--- config.mk ---
export PLATFORM = sky130hd
export DESIGN_NAME = box_outline_writer
export DESIGN_NICKNAME = d
export VERILOG_FILES = /design/src/rtl/box_outline_writer_pkg.sv /design/src/rtl/box_outline_writer_addr.sv /design/src/rtl/box_outline_writer.sv
export SDC_FILE = /design/constraint.sdc
export NUM_CORES = 1
export LEC_CHECK = 0
export BUFFER_PORTS_ARGS = -buffer_cell sky130_fd_sc_hd__clkbuf_2
export CORE_MARGIN = 3
export CORE_UTILIZATION = 30
export CTS_BUF_LIST = sky130_fd_sc_hd__clkbuf_16
export DETAILED_ROUTE_END_ITERATION = 16
export GPL_TIMING_DRIVEN = 0
export MAX_ROUTING_LAYER = met4
export PLACE_DENSITY = 0.5
export SLEW_MARGIN = 20
export SYNTH_ARGS = -nofsm -noshare
export SYNTH_HDL_FRONTEND = slang
export SYNTH_SLANG_ARGS = --single-unit
--- constraint.sdc ---
create_clock -name clk -period 2.1 [get_ports clk]
set_input_delay 0.21 -clock clk [delete_from_list [all_inputs] [get_ports clk]]
set_output_delay 0.21 -clock clk [all_outputs]
set_load 0.02 [all_outputs]
--- src/rtl/box_outline_writer_pkg.sv ---
// Shared constants for the box outline writer: default geometry, field widths
// and FSM state encodings.
package box_outline_writer_pkg;

    localparam int DEF_X_SZ    = 3;
    localparam int DEF_Y_SZ    = 3;
    localparam int DEF_ADDR_SZ = 6;
    localparam int DEF_COL_SZ  = 3;
    localparam int DEF_WIDTH   = 6;
    localparam int DEF_HEIGHT  = 6;

    localparam logic [2:0] S_IDLE   = 3'd0;
    localparam logic [2:0] S_TOP    = 3'd1;
    localparam logic [2:0] S_RIGHT  = 3'd2;
    localparam logic [2:0] S_BOTTOM = 3'd3;
    localparam logic [2:0] S_LEFT   = 3'd4;
    localparam logic [2:0] S_DONE   = 3'd5;

endpackage

--- src/rtl/box_outline_writer_addr.sv ---
// Frame address translator: addr = y*6 + x, built from shifts so no multiplier
// is needed for the 6-pixel row stride.
module address_translator #(
    parameter int X_SZ    = 3,
    parameter int Y_SZ    = 3,
    parameter int ADDR_SZ = 6
) (
    input  logic [X_SZ-1:0]    x,
    input  logic [Y_SZ-1:0]    y,
    output logic [ADDR_SZ-1:0] addr
);

    always_comb begin
        addr = (ADDR_SZ'(y) << 2) + (ADDR_SZ'(y) << 1) + ADDR_SZ'(x);
    end

endmodule

--- src/rtl/box_outline_writer.sv ---
// Draws a one-pixel rectangle outline into the frame RAM, one write per clock,
// walking the perimeter clockwise: top, right, bottom, left.
module box_outline_writer
    import box_outline_writer_pkg::*;
#(
    parameter int X_SZ    = DEF_X_SZ,
    parameter int Y_SZ    = DEF_Y_SZ,
    parameter int ADDR_SZ = DEF_ADDR_SZ,
    parameter int COL_SZ  = DEF_COL_SZ,
    parameter int WIDTH   = DEF_WIDTH,
    parameter int HEIGHT  = DEF_HEIGHT
) (
    input  logic               clk,
    input  logic               resetn,
    input  logic               start,
    input  logic [X_SZ-1:0]    left,
    input  logic [X_SZ-1:0]    right,
    input  logic [Y_SZ-1:0]    top,
    input  logic [Y_SZ-1:0]    bottom,
    input  logic [COL_SZ-1:0]  colour,
    output logic               busy,
    output logic               done,
    output logic               err,
    output logic               wr_en,
    output logic [ADDR_SZ-1:0] wr_addr,
    output logic [COL_SZ-1:0]  wr_data
);

    localparam logic [X_SZ-1:0] X_MAX = X_SZ'(WIDTH - 1);
    localparam logic [Y_SZ-1:0] Y_MAX = Y_SZ'(HEIGHT - 1);

    logic [2:0]         state;
    logic [X_SZ-1:0]    boxL, boxR, curX;
    logic [Y_SZ-1:0]    boxT, boxB, curY;
    logic               errPend;
    logic               boxOk;
    logic               beatState;
    logic [ADDR_SZ-1:0] beatAddr;

    assign boxOk = (left <= right) && (top <= bottom) &&
                   (right <= X_MAX) && (bottom <= Y_MAX);

    assign beatState = (state == S_TOP) || (state == S_RIGHT) ||
                       (state == S_BOTTOM) || (state == S_LEFT);

    address_translator #(
        .X_SZ    (X_SZ),
        .Y_SZ    (Y_SZ),
        .ADDR_SZ (ADDR_SZ)
    ) uAddr (
        .x    (curX),
        .y    (curY),
        .addr (beatAddr)
    );

    always_ff @(posedge clk) begin
        if (!resetn) begin
            state   <= S_IDLE;
            busy    <= 1'b0;
            done    <= 1'b0;
            err     <= 1'b0;
            wr_en   <= 1'b0;
            wr_addr <= '0;
            wr_data <= '0;
            boxL    <= '0;
            boxR    <= '0;
            boxT    <= '0;
            boxB    <= '0;
            curX    <= '0;
            curY    <= '0;
            errPend <= 1'b0;
        end else begin
            busy  <= beatState;
            wr_en <= beatState;
            done  <= 1'b0;
            err   <= 1'b0;
            if (beatState) begin
                wr_addr <= beatAddr;
            end

            // Each edge state emits the pixel at (curX,curY), then either steps
            // along the edge or hops to the first pixel of the next non-empty edge.
            case (state)
                S_IDLE, S_DONE: begin
                    if (state == S_DONE) begin
                        done <= 1'b1;
                        err  <= errPend;
                    end
                    state <= S_IDLE;
                    // DONE also accepts start so a new job can follow back-to-back.
                    if (start) begin
                        boxL    <= left;
                        boxR    <= right;
                        boxT    <= top;
                        boxB    <= bottom;
                        curX    <= left;
                        curY    <= top;
                        wr_data <= colour;
                        errPend <= !boxOk;
                        state   <= boxOk ? S_TOP : S_DONE;
                    end
                end
                S_TOP: begin
                    if (curX == boxR) begin
                        if (boxT == boxB) begin
                            state <= S_DONE;
                        end else begin
                            state <= S_RIGHT;
                            curY  <= curY + 1'b1;
                        end
                    end else begin
                        curX <= curX + 1'b1;
                    end
                end
                S_RIGHT: begin
                    if (curY == boxB) begin
                        if (boxL == boxR) begin
                            state <= S_DONE;
                        end else begin
                            state <= S_BOTTOM;
                            curX  <= curX - 1'b1;
                        end
                    end else begin
                        curY <= curY + 1'b1;
                    end
                end
                S_BOTTOM: begin
                    if (curX == boxL) begin
                        // Boxes two rows tall have no interior left column.
                        if ((boxB - boxT) < Y_SZ'(2)) begin
                            state <= S_DONE;
                        end else begin
                            state <= S_LEFT;
                            curY  <= curY - 1'b1;
                        end
                    end else begin
                        curX <= curX - 1'b1;
                    end
                end
                S_LEFT: begin
                    if (curY == boxT + 1'b1) begin
                        state <= S_DONE;
                    end else begin
                        curY <= curY - 1'b1;
                    end
                end
                default: state <= S_IDLE;
            endcase
        end
    end

endmodule

==> results by stage, run 1 <==
Run status:
- The run finished, with violations left.
- The final reports fail on setup timing.

Finish:
- In the final design database the tool counted 327 nets.
- For this run, the share of the core covered by cells in the final layout is 0.391.
- Counting the fill cells in the layout gives 747.
- In the final layout, the multi-input gates occupy 1390 µm².
- The count of antenna diodes in the layout is 0.
- The register area is 688 µm².
- The relative area change from synthesis to final layout is 24.6%.
- Of the cells placed in the final design, the portion with a size suffix greater than 1 is 0.228.
- After routing the design area is 2700 µm².

Clocking:
- The number of CTS-inserted buffers is 5.
- The post-CTS clock slew at the launch and capture registers of the worst setup and hold paths is 0.05 ns.
- The number of buffers on the longest clock path is 2.
- The total clock sinks is 34.
- The H-tree depth is 2.
- The clock tree from TritonCTS is done.
- The tree is rooted in a sky130_fd_sc_hd__clkbuf_16.
- The clock latency on the worst-skew pair is 0.28 ns.

Critical path:
- The required time reported for the critical path endpoint is 2.29 ns.
- In this run the worst setup path begins at boxB[0]$_SDFFE_PN0P_.
- The endpoint type of the worst setup path is a flop.
- The arrival time of data at the critical path endpoint is 2.50 ns.
- The category of the most critical setup path is reg -> reg.
- The launching element type of the critical path is a flop.
- Of all nets on the critical path, the largest fanout is 4.
- In this run the critical register-to-register path is launched from boxB[0]$_SDFFE_PN0P_.

Floorplanning:
- In this run the standard cell core region covers 6910 µm².
- The die covers 8280 µm².
- The horizontal die dimension is 91.0 µm.
- The starting density of the core is 0.314.
- The floorplan die height is 91.0 µm.
- The standard-cell row count is 30.
- In this run the count of I/O pins placed on the die edge is 31.

Pwr:
- For this design the static power due to leakage is 1.20 nW.
- The completed layout was analyzed and its total power is 4.25 mW.
- The worst-case IR drop observed on VDD is 0.529 mV.
- In this run the power density over the cells is 1570 nW/µm².

Detailed routing:
- Dividing the detail-routed via count by the number of cells gives 4.76.
- For this run, design rule violations remaining after detail routing come to 0.
- Detailed routing inserted a total of 1836 vias.
- The number of DRC markers after the initial detailed-route iteration is 84.
- The overall routed net length is 5.41 mm.
- The routed wire length per instance is 14.0 µm.
- Once detail routing completed, the nets flagged for antenna violations numbered 0.
- The pre-antenna-repair detailed-routing pass consisted of 5 iterations.

Timing:
- The largest clock skew in the final design is 0.00637 ns.
- For the pin with the worst max-slew slack, the measured transition is 0.613 ns.
- The final hold violation count is 0.
- The smallest clock period supported by the final layout is computed as 2.31 ns.
- The peak clock frequency supported by timing is 432 MHz.
- The setup TNS after final layout is -0.688 ns.
- The final-report max-slew violation count is 0.
- Dividing the final minimum period by the clock period gives 1.10.
- Setup repair after global routing could not meet its margin everywhere.
- In the post-route analysis, the smallest setup slack over all paths is -0.214 ns.
- The number of setup violations in the final report is 5.
- The worst pin sits at a relative slew slack of 0.592.

Global routing:
- The number of global-route vias before repair came to 1796.
- The total global routing overflow is 0.
- The first global-routing pass estimated 9.03 mm of wire.
- The number of antenna violations at the first check in global routing is 0.
- The maximum number of pins on one net before global-route repair is 11.
- The overall fraction of global-route tracks in use is 0.142.

Synthesis:
- The cell count after synthesis is 247.
- Yosys mapped a number of flops with a built-in enable equal to 0.
- The largest area contributor in the netlist is sky130_fd_sc_hd__dfxtp_1.
- By area the synthesized netlist is led by sky130_fd_sc_hd__dfxtp_1, sky130_fd_sc_hd__mux2i_1, sky130_fd_sc_hd__ha_1, sky130_fd_sc_hd__nor2_1, sky130_fd_sc_hd__xnor2_1.
- The number of nets in the synthesized netlist is 284.
- The share of the synthesized area in the top cell type is 0.314.
- The number of different library cells used by synthesis comes to 46.
- The total of warnings raised by yosys is 0.
- The total standard cell area after synthesis is 2170 µm².
- The share of the Yosys chip area taken by registers is 0.314.
- The post-synthesis average cell area is 8.78 µm².
- The share of flip-flops with an asynchronous set or reset is 0.
- The most common cell in the synthesized netlist is sky130_fd_sc_hd__nor2_1.
- The most common flop cell mapped by yosys is sky130_fd_sc_hd__dfxtp_1.
- The commonest cells after synthesis are sky130_fd_sc_hd__nor2_1, sky130_fd_sc_hd__dfxtp_1, sky130_fd_sc_hd__inv_1.
- Synthesis inferred 34 register bits.

Placed design:
- The number of buffers added on ports is 30.
- The placer congestion estimate is 0.845.
- The placed wire-length estimate is 4.14 mm.
- The post-place instance area is 2450 µm².

Min path:
- The startpoint of the worst hold path is colour[2].
- The worst hold path belongs to the class in -> reg.

Flow run:
- The number of violations of the max-capacitance limit is 0.
-- worst paths after layout --
path	endpoint	slack, ns	cells past startpoint
min reg2reg	errPend$_SDFFE_PN0P_	0.45	2
max	curY[1]$_SDFFE_PN0P_	-0.21	11
min	wr_data[2]$_SDFFE_PN0P_	0.17	3
max reg2reg	curY[1]$_SDFFE_PN0P_	-0.21	11
-- layout by cell type, fill, tap and decap left out, types with 3 or more instances in the layout --
master | Yosys | routed
sky130_fd_sc_hd__o21ai_0 | 8 | 8
sky130_fd_sc_hd__nor2b_1 | 6 | 6
sky130_fd_sc_hd__xnor2_1 | 15 | 15
sky130_fd_sc_hd__a21oi_1 | 11 | 11
sky130_fd_sc_hd__nor3_1 | 3 | 3
sky130_fd_sc_hd__clkbuf_2 | 0 | 33
sky130_fd_sc_hd__mux2i_1 | 19 | 18
sky130_fd_sc_hd__clkbuf_16 | 0 | 5
sky130_fd_sc_hd__dfxtp_2 | 0 | 3
sky130_fd_sc_hd__a22oi_1 | 3 | 3
sky130_fd_sc_hd__inv_1 | 20 | 19
sky130_fd_sc_hd__xor2_1 | 5 | 5
sky130_fd_sc_hd__fa_1 | 5 | 5
sky130_fd_sc_hd__ha_1 | 14 | 13
sky130_fd_sc_hd__nor2_1 | 37 | 36
sky130_fd_sc_hd__buf_4 | 1 | 6
sky130_fd_sc_hd__clkbuf_1 | 9 | 5
sky130_fd_sc_hd__a31oi_1 | 3 | 3
sky130_fd_sc_hd__dfxtp_1 | 34 | 30
sky130_fd_sc_hd__nand2_1 | 9 | 9
sky130_fd_sc_hd__nand3_1 | 8 | 7
-- cell type report --
class                      instances  share of cell area
multi-input combinational        180               0.515
sequential                        34               0.255
timing repair buffer              36              0.0736
clock buffer                       5              0.0463
tap                               96              0.0445
inverter                          20              0.0278
buffer                            13              0.0255
clock inverter                     2              0.0125
-- cell families (layout without fill, tap and decap cells) --
group / Yosys count / after routing / share of synthesized area
and+or+nand+nor: 74 / 74 / 0.159
AOI/OAI and AO/OA: 44 / 44 / 0.140
DFF: 34 / 34 / 0.314
buffers and inverters: 33 / 76 / 0.0635
xor gates and xnor gates: 22 / 22 / 0.0987
muxes: 21 / 21 / 0.0981
adders and majority gates: 19 / 19 / 0.127
-- state kept, by name (all words and copies together) (netlist names) --
name     flops
boxT         3
boxL         3
curX         3
wr_en        1
boxB         3
err          1
curY         3
wr_data      3
boxR         3
state        3
errPend      1
done         1
wr_addr      6
-- where the power goes --
| group | switching, mW | total, mW | internal (mW) |
|---|---|---|---|
| clock network | 0.261 | 0.808 | 0.548 |
| logic | 1.26 | 2.37 | 1.11 |
| registers | 0.218 | 1.07 | 0.853 |
| total | 1.74 | 4.25 | 2.51 |
-- metrics by stage --
stage                     setup slack (ns)  hold slack (ns)  std cells
final                               -0.214            0.166        386
after global routing                -0.297            0.179        386
after CTS                           -0.200            0.159        385
after detailed placement            -0.255            0.446        373
after global placement              -0.267            0.447        373
after floorplan                    -0.0591            0.348        247
-- timing repair --
action                                  4_1_cts  5_1_grt
hold buffers                                  0        0
pin swaps                                     7        6
endpoints found under the setup margin        5       25
setup buffers                                 5        1
resized for setup                             9       11
-- routing by layer --
layer	vias to the layer above	global-route usage	share of wire
met5	-	-	0
met4	0	0.0553	0.026
met3	12	0.0340	0.036
met2	38	0.208	0.45
met1	851	0.188	0.49
li1	935	-	-
-- worst max-delay path: stages, from the launching register on --
cell and delay, ns:
sky130_fd_sc_hd__dfxtp_2 0.34, sky130_fd_sc_hd__inv_2 0.04, sky130_fd_sc_hd__ha_4 0.14, sky130_fd_sc_hd__fa_1 0.47, sky130_fd_sc_hd__nand3b_1 0.12, sky130_fd_sc_hd__mux2i_2 0.10, sky130_fd_sc_hd__o221a_2 0.27, sky130_fd_sc_hd__a211oi_4 0.25
sky130_fd_sc_hd__buf_4 0.17, sky130_fd_sc_hd__buf_6 0.10, sky130_fd_sc_hd__nor2_4 0.03, sky130_fd_sc_hd__a211oi_2 0.20
Power figures use the tool's default switching activity.
==> inputs of run 2 (changes only) <==
PLACE_DENSITY = 0.48   (was 0.5)
clock period = 2.7 ns   (was 2.1 ns; I/O delays follow)
==> run 2 against run 1 <==
Effect of this change:
- cell count down 1.8%
- power down 28%
- wire length down 0.83%
- critical endpoint is now curY[0]$_SDFFE_PN0P_
- non-clock buffer count down 6
- maximum frequency down 5.4%
- the run now ends clean
- clock power down 34%
- via count down 1.6%
- combinational power down 29%
- global-route usage down 0.079 points
- utilization down 1.8 points
- register-to-register slack better by 0.47 ns
==> results by stage, run 2 (synthesis gave the netlist of run 1 again) <==
Placed design:
- The placer congestion estimate is 0.884 (+4.7%).
- The placed wire-length estimate came to 4.07 mm (-1.9%).
- The number of buffers added on ports is 30 (unchanged).
- The post-place instance area was 2440 µm² (-0.36%).
- The worst-case setup slack after placement was 0.161 ns (+0.416 ns).
- The number of cells after detailed placement is 373 (unchanged).

Flow run:
- The number of violations of the max-capacitance limit is 0 (unchanged).

Run status:
- The flow ran to the end, and the final reports show no timing, DRC or antenna violations.

Critical path:
- The arrival time of data at the critical path endpoint was 2.62 ns (+0.12 ns).
- The worst setup path is launched from a flop.
- The category of the most critical setup path is reg -> reg.
- STA classifies the critical path endpoint as a flop.
- The required time reported for the critical path endpoint is 2.87 ns (+0.58 ns).
- The largest fanout on the critical path is 7 (+3).

Timing:
- The largest clock skew in the final design is 0.00355 ns (-0.00282 ns).
- The peak clock frequency supported by timing was 409 MHz (-5.4%).
- The slew at the pin closest to its max-slew limit is 0.627 ns (+0.0142 ns).
- The setup TNS after final layout is 0 ns (+0.688 ns).
- The final setup slack of the worst path is 0.254 ns (+0.468 ns).
- The fraction of the cycle the final worst path needs is 0.906 (-0.196).
- The headroom to the max-slew limit came to 0.582 (-0.00949).
- The final hold violation count is 0 (unchanged).
- Setup repair after global routing left no endpoint under its margin.
- The number of setup violations in the final report was 0 (-5).
- The final-report max-slew violation count is 0 (unchanged).
- The clock period minus worst slack was 2.45 ns (+0.132 ns).

Clocking:
- The number of buffers on the longest clock path came to 2 (unchanged).
- The post-CTS clock slew at the launch and capture registers of the worst setup and hold paths came to 0.05 ns (about the same).
- The H-tree depth came to 2 (unchanged).
- The clock latency on the worst-skew pair is 0.28 ns (about the same).
- TritonCTS built the clock tree.
- The number of buffers inserted to repair setup after CTS is 0 (-5).
- The total clock sinks is 34 (unchanged).
- The number of hold buffers added after cts is 0 (unchanged).
- The number of CTS-inserted buffers was 5 (unchanged).
- The tree is rooted in a sky130_fd_sc_hd__clkbuf_16.

Pwr:
- The proportion of power drawn by the clock network was 0.174 (-0.016).
- The power per cell area came to 1180 nW/µm² (-25%).
- The worst supply voltage drop on vdd is 0.491 mV (-7.2%).
- The sequential cell fraction of total power came to 0.273 (+0.021).
- The static leakage power is 1.15 nW (-4.5%).
- The total power is 3.05 mW (-28%).
- The cell-internal power came to 1.74 mW (-31%).
- The power share of the combinational group is 0.553 (-0.005).
- The switching power is 1.31 mW (-25%).
- The switching share of power came to 0.430 (+0.0216).

Detailed routing:
- The via count normalized by instance count came to 4.77 (+0.18%).
- The number of antenna-violating nets in the routed design came to 0 (unchanged).
- The post-detailed-route DRC marker count came to 0 (unchanged).
- The total iterations of the first detailed-routing run is 4 (-1).
- The routed via count was 1806 (-1.6%).
- The routed wire length per instance was 14.2 µm (+1.0%).
- The overall routed net length was 5.37 mm (-0.83%).
- The number of DRC markers after the initial detailed-route iteration came to 103 (+23%).

Global routing:
- The number of antenna violations at the first check in global routing was 0 (unchanged).
- The number of global-route vias before repair is 1766 (-1.7%).
- The maximum number of pins on one net before global-route repair is 11 (unchanged).
- The global-route wire length before repair is 8.99 mm (-0.47%).
- The overall fraction of global-route tracks in use is 0.141 (-0.000790).
- The total global routing overflow is 0 (unchanged).

Floorplanning:
- The floorplan die area is 8280 µm² (unchanged).
- The horizontal die dimension is 91.0 µm (unchanged).
- The standard-cell row count is 30 (unchanged).
- The floorplan die height is 91.0 µm (unchanged).
- The starting density of the core is 0.314 (unchanged).
- The I/O pin total is 31 (unchanged).
- The total core area was 6910 µm² (unchanged).

Finish:
- The library cell used most frequently in the layout, excluding fill and tap cells, is sky130_fd_sc_hd__nor2_1.
- The count of antenna diodes in the layout came to 0 (unchanged).
- Compared with the post-synthesis result, the final layout area differs by 18.8%.
- The number of flip-flops under the largest register name came to 6 (unchanged).
- The share of cells above drive strength 1 is 0.163 (-0.0650).
- The number of nets at the end of the flow was 321 (-1.8%).
- The area of all placed cells without fillers is 2570 µm² (-4.7%).
- The final-layout fill cell count is 732 (-2.0%).
- In the layout the commonest cells are sky130_fd_sc_hd__nor2_1, sky130_fd_sc_hd__dfxtp_1, sky130_fd_sc_hd__clkbuf_2.
- The largest register by flop count is wr_addr.
- The final cell count without fillers is 379 (-1.8%).

Min path:
- The path category of the worst min-delay check is in -> reg.
run 2: what timing repair did:
action                                  CTS  global route
resized for setup                         0             1
endpoints found under the hold margin     0             0
endpoints found under the setup margin    0             1
run 2: layout make-up:
cell class / instances / area, µm² / area share
plain buffers: 13 / 62.6 / 0.0243
flip-flops and latches: 34 / 681 / 0.264
multi-input cells: 180 / 1360 / 0.527
repair buffers: 30 / 150 / 0.0583
well taps: 96 / 120 / 0.0466
inverters: 20 / 75.1 / 0.0292
clock inverters: 1 / 3.75 / 0.00146
clock buffers: 5 / 125 / 0.0486
run 2: through the flow:
stage | utilization | hold slack [ns]
finish | 0.373 | 0.227
floorplan | - | 0.408
CTS | 0.372 | 0.226
detailed placement | 0.353 | 0.452
global route | 0.373 | 0.256
global placement | 0.353 | 0.453
run 2: final timing paths:
check                            end  slack, ns                  from  cells after the start
min          wr_data[1]$_SDFFE_PN0P_       0.23             colour[1]                      3
min reg2reg     errPend$_SDFFE_PN0P_       0.46  errPend$_SDFFE_PN0P_                      2
max             curY[0]$_SDFFE_PN0P_       0.25  boxB[0]$_SDFFE_PN0P_                      9
max reg2reg     curY[0]$_SDFFE_PN0P_       0.25  boxB[0]$_SDFFE_PN0P_                      9
run 2: layer usage:
layer	global-route usage	share of wire	up-vias	wire [µm]
li1	-	-	912	-
met1	0.191	0.51	830	2720
met2	0.212	0.43	56	2300
met3	0.0265	0.050	8	268
met4	0.0452	0.014	0	76
met5	-	0	-	0
run 2: critical path, stage by stage, from the launching register on:
cell and delay, ns:
sky130_fd_sc_hd__dfxtp_1 0.39, sky130_fd_sc_hd__inv_1 0.06, sky130_fd_sc_hd__ha_1 0.19, sky130_fd_sc_hd__fa_1 0.46, sky130_fd_sc_hd__nand3_1 0.11, sky130_fd_sc_hd__mux2i_1 0.13
sky130_fd_sc_hd__o221a_2 0.29, sky130_fd_sc_hd__a211oi_4 0.34, sky130_fd_sc_hd__a21oi_1 0.12, sky130_fd_sc_hd__o221a_2 0.25
run 2: power by group through the flow:
stage	Clock [mW]	Combinational [mW]	Sequential, mW
6_report	0.531	1.68	0.833
3_5_place_dp	0	1.65	0.843
4_1_cts	0.542	1.66	0.833
3_3_place_gp	0	1.65	0.842
5_1_grt	0.561	1.90	0.855
2_1_floorplan	0	1.25	0.857
==> inputs of run 3 (changes only) <==
SYNTH_HIERARCHICAL = 1   (was not set)
==> run 3 against run 2 <==
Effect of this change:
- via count grew 2.9%
- hold slack gained 0.029 ns
- die area grew 5.8%
- non-clock buffer count is the same
- sequential power shrank 2.6%
- critical endpoint is now wr_addr[4]$_SDFFE_PN0P_
==> results by stage, run 3 <==
Pwr:
- The power per cell area is 1110 nW/µm² (-6.2%).
- The total power came to 3.01 mW (-1.2%).
- The worst supply voltage drop on vdd came to 0.449 mV (-8.5%).
- The static leakage power came to 1.24 nW (+7.8%).

Synthesis:
- The number of enable-type register cells in the synthesized netlist is 0 (unchanged).
- The total standard cell area after synthesis is 2300 µm² (+6.2%).
- The most common flop cell mapped by yosys is sky130_fd_sc_hd__dfxtp_1.
- Ranked by total cell area, the synthesized netlist is headed by sky130_fd_sc_hd__dfxtp_1, sky130_fd_sc_hd__mux2i_1, sky130_fd_sc_hd__ha_1, sky130_fd_sc_hd__nor2b_1, sky130_fd_sc_hd__xnor2_1.
- sky130_fd_sc_hd__dfxtp_1 is the most common cell in the netlist.
- The total of warnings raised by yosys was 6 (+6).
- The biggest area contributor in the post-synthesis netlist is sky130_fd_sc_hd__dfxtp_1.
- The share of flip-flops with an asynchronous set or reset is 0 (unchanged).
- The post-synthesis average cell area was 8.92 µm² (+1.6%).
- The number of distinct standard cells referenced by the synthesized netlist came to 49 (+6.5%).
- The sequential fraction of the synthesis area is 0.296 (-0.0183).
- Sorting the synthesized cells by how often they occur yields sky130_fd_sc_hd__dfxtp_1, sky130_fd_sc_hd__inv_1, sky130_fd_sc_hd__mux2i_1.
- The share of the synthesized area in the top cell type is 0.296 (-0.0183).
- The cell count after synthesis is 258 (+4.5%).
- The number of nets in the synthesized netlist is 295 (+3.9%).
- The register bit count reported by yosys came to 34 (unchanged).

Critical path:
- The reg-to-reg critical path endpoint is wr_addr[4]$_SDFFE_PN0P_.
- The setup slack of the worst register-to-register path was 0.48 ns (+0.23 ns).
- The critical path in this run is classified as reg -> reg.
- The arrival time of data at the critical path endpoint was 2.39 ns (-0.23 ns).
- The worst setup path is captured at a flop.
- STA classifies the critical path startpoint as a flop.
- The required time reported for the critical path endpoint is 2.87 ns (about the same).
- The cell count of the worst reg-to-reg path is 9 (unchanged).
- The startpoint of the worst register-to-register path is curY[0]$_SDFFE_PN0P_.
- The largest fanout on the critical path was 8 (+1).

Global routing:
- The overall fraction of global-route tracks in use is 0.140 (-0.000853).
- The number of global-route vias before repair came to 1823 (+3.2%).
- The total global routing overflow is 0 (unchanged).
- The maximum number of pins on one net before global-route repair is 12 (+1).
- The global-route wire length before repair is 9.20 mm (+2.4%).
- The number of antenna violations at the first check in global routing is 0 (unchanged).

Clocking:
- The clock latency on the worst-skew pair is 0.28 ns (about the same).
- The quantity of gates resized following cts was 0 (unchanged).
- The total clock sinks is 34 (unchanged).
- The post-CTS clock slew at the launch and capture registers of the worst setup and hold paths came to 0.06 ns (about the same).
- The number of CTS-inserted buffers is 5 (unchanged).
- CTS placed an instance of sky130_fd_sc_hd__clkbuf_16 at the clock tree root.
- The number of hold buffers added after cts is 0 (unchanged).
- The number of buffers on the longest clock path is 2 (unchanged).
- The number of buffers inserted to repair setup after CTS is 0 (unchanged).
- The H-tree depth is 2 (unchanged).
- The clock tree from TritonCTS is done.

Detailed routing:
- The number of antenna-violating nets in the routed design is 0 (unchanged).
- The post-detailed-route DRC marker count is 0 (unchanged).
- The overall routed net length is 5.55 mm (+3.4%).
- The routed via count is 1859 (+2.9%).
- The via count normalized by instance count is 4.72 (-0.98%).
- The routed wire length per instance is 14.1 µm (-0.51%).
- The number of DRC markers after the initial detailed-route iteration is 81 (-21%).
- The total iterations of the first detailed-routing run is 4 (unchanged).

Finish:
- The area of combinational cells with multiple inputs is 1460 µm² (+7.8%).
- The largest register by flop count is wr_addr.
- The share of cells above drive strength 1 is 0.169 (+0.00695).
- The number of flip-flops under the largest register name was 6 (unchanged).
- The area growth from synthesis to layout is 17.8%.
- The final-layout fill cell count came to 782 (+6.8%).
- In the layout the commonest cells are sky130_fd_sc_hd__dfxtp_1, sky130_fd_sc_hd__clkbuf_2, sky130_fd_sc_hd__inv_1.
- The number of nets at the end of the flow is 331 (+3.1%).
- The final cell count without fillers is 394 (+4.0%).
- Leaving out fill and tap cells, the most frequent cell in the layout is sky130_fd_sc_hd__dfxtp_1.
- The register area came to 681 µm² (unchanged).
- The count of antenna diodes in the layout is 0 (unchanged).

Timing:
- The largest clock skew in the final design is 0.00601 ns (+0.00246 ns).
- The number of setup violations in the final report came to 0 (unchanged).
- The fraction of the cycle the final worst path needs is 0.822 (-0.0836).
- The slew at the pin closest to its max-slew limit is 0.548 ns (-0.0786 ns).
- The final hold violation count is 0 (unchanged).
- The peak clock frequency supported by timing is 450 MHz (+10%).
- The final-report max-slew violation count was 0 (unchanged).
- Setup repair after global routing left no endpoint under its margin.
- The clock period minus worst slack is 2.22 ns (-0.226 ns).
- The headroom to the max-slew limit came to 0.632 (+0.0496).
- The final setup slack of the worst path is 0.480 ns (+0.226 ns).
- The setup TNS after final layout is 0 ns (unchanged).

Placed design:
- The placed wire-length estimate was 4.32 mm (+6.4%).
- The placer congestion estimate is 0.843 (-4.6%).
- The worst-case setup slack after placement was 0.473 ns (+0.312 ns).
- The number of cells after detailed placement is 386 (+3.5%).
- The number of buffers added on ports is 29 (-3.3%).

Floorplanning:
- The floorplan die area came to 8760 µm² (+5.8%).
- The standard-cell row count came to 31 (+3.3%).
- The horizontal die dimension was 93.6 µm (+2.8%).
- The I/O pin total is 31 (unchanged).
- The floorplan die height came to 93.6 µm (+2.8%).
- The starting density of the core was 0.314 (about the same).
- The total core area is 7330 µm² (+6.1%).

Min path:
- The worst hold path terminates at wr_data[1]$_SDFFE_PN0P_.
- The startpoint of the worst hold path is colour[1].
- The path category of the worst min-delay check is in -> reg.
- The depth of the worst hold-timing path is 3 (unchanged).

Run status:
- The flow ran to the end, and the final reports show no timing, DRC or antenna violations.

Flow run:
- The number of violations of the max-capacitance limit is 0 (unchanged).
[run 3: kinds of logic (layout without fill, tap and decap cells)]
group,Yosys count,after routing,share of synthesized area
AOI/OAI and AO/OA,43,43,0.129
xor gates and xnor gates,24,24,0.104
adders and majority gates,19,19,0.120
buffers and inverters,38,75,0.0685
DFF,34,34,0.296
muxes,23,23,0.101
and+or+nand+nor,77,77,0.183
[run 3: worst max-delay path, stage by stage, from the launching register on]
cell and delay (ns):
sky130_fd_sc_hd__dfxtp_1 0.54, sky130_fd_sc_hd__inv_1 0.11, sky130_fd_sc_hd__fa_1 0.48, sky130_fd_sc_hd__inv_1 0.07, sky130_fd_sc_hd__ha_1 0.16, sky130_fd_sc_hd__inv_1 0.05, sky130_fd_sc_hd__fa_1 0.37, sky130_fd_sc_hd__xnor2_1 0.13
sky130_fd_sc_hd__mux2i_1 0.13, sky130_fd_sc_hd__nor2b_1 0.06
[run 3: worst max path at each step]
stage / from / to / slack [ns] / depth (start not counted)
floorplan: curY[0]$_SDFFE_PN0P_ / wr_addr[3]$_SDFFE_PN0P_ / 0.64 / 9
global placement: curY[0]$_SDFFE_PN0P_ / wr_addr[4]$_SDFFE_PN0P_ / 0.48 / 9
detailed placement: curY[0]$_SDFFE_PN0P_ / wr_addr[3]$_SDFFE_PN0P_ / 0.47 / 9
CTS: curY[0]$_SDFFE_PN0P_ / wr_addr[3]$_SDFFE_PN0P_ / 0.46 / 9
global route: curY[0]$_SDFFE_PN0P_ / wr_addr[4]$_SDFFE_PN0P_ / 0.35 / 9
finish: curY[0]$_SDFFE_PN0P_ / wr_addr[4]$_SDFFE_PN0P_ / 0.48 / 9
[run 3: metrics by stage]
step	hold slack, ns	instance area (µm²)	utilization
2_1_floorplan	0.431	2300	-
3_3_place_gp	0.445	2570	0.351
3_5_place_dp	0.454	2570	0.351
4_1_cts	0.253	2710	0.370
5_1_grt	0.287	2710	0.370
6_report	0.256	2710	0.370
[run 3: power breakdown]
group / internal [mW] / switching (mW)
registers: 0.649 / 0.163
logic: 0.727 / 0.914
clock network: 0.337 / 0.223
total: 1.71 / 1.30
[run 3: layout make-up]
| cell class | count | area share |
|---|---|---|
| multi-input combinational | 186 | 0.540 |
| clock inverter | 3 | 0.00600 |
| timing repair buffer | 29 | 0.0535 |
| inverter | 24 | 0.0332 |
| buffer | 14 | 0.0249 |
| clock buffer | 5 | 0.0461 |
| sequential | 34 | 0.251 |
| tap | 99 | 0.0457 |
[run 3: metal layers]
layer	GRT usage	vias up	part of all wire
met5	-	-	0
met2	0.218	28	0.45
li1	-	958	-
met4	0.0602	0	0.027
met3	0.0225	10	0.022
met1	0.180	863	0.50
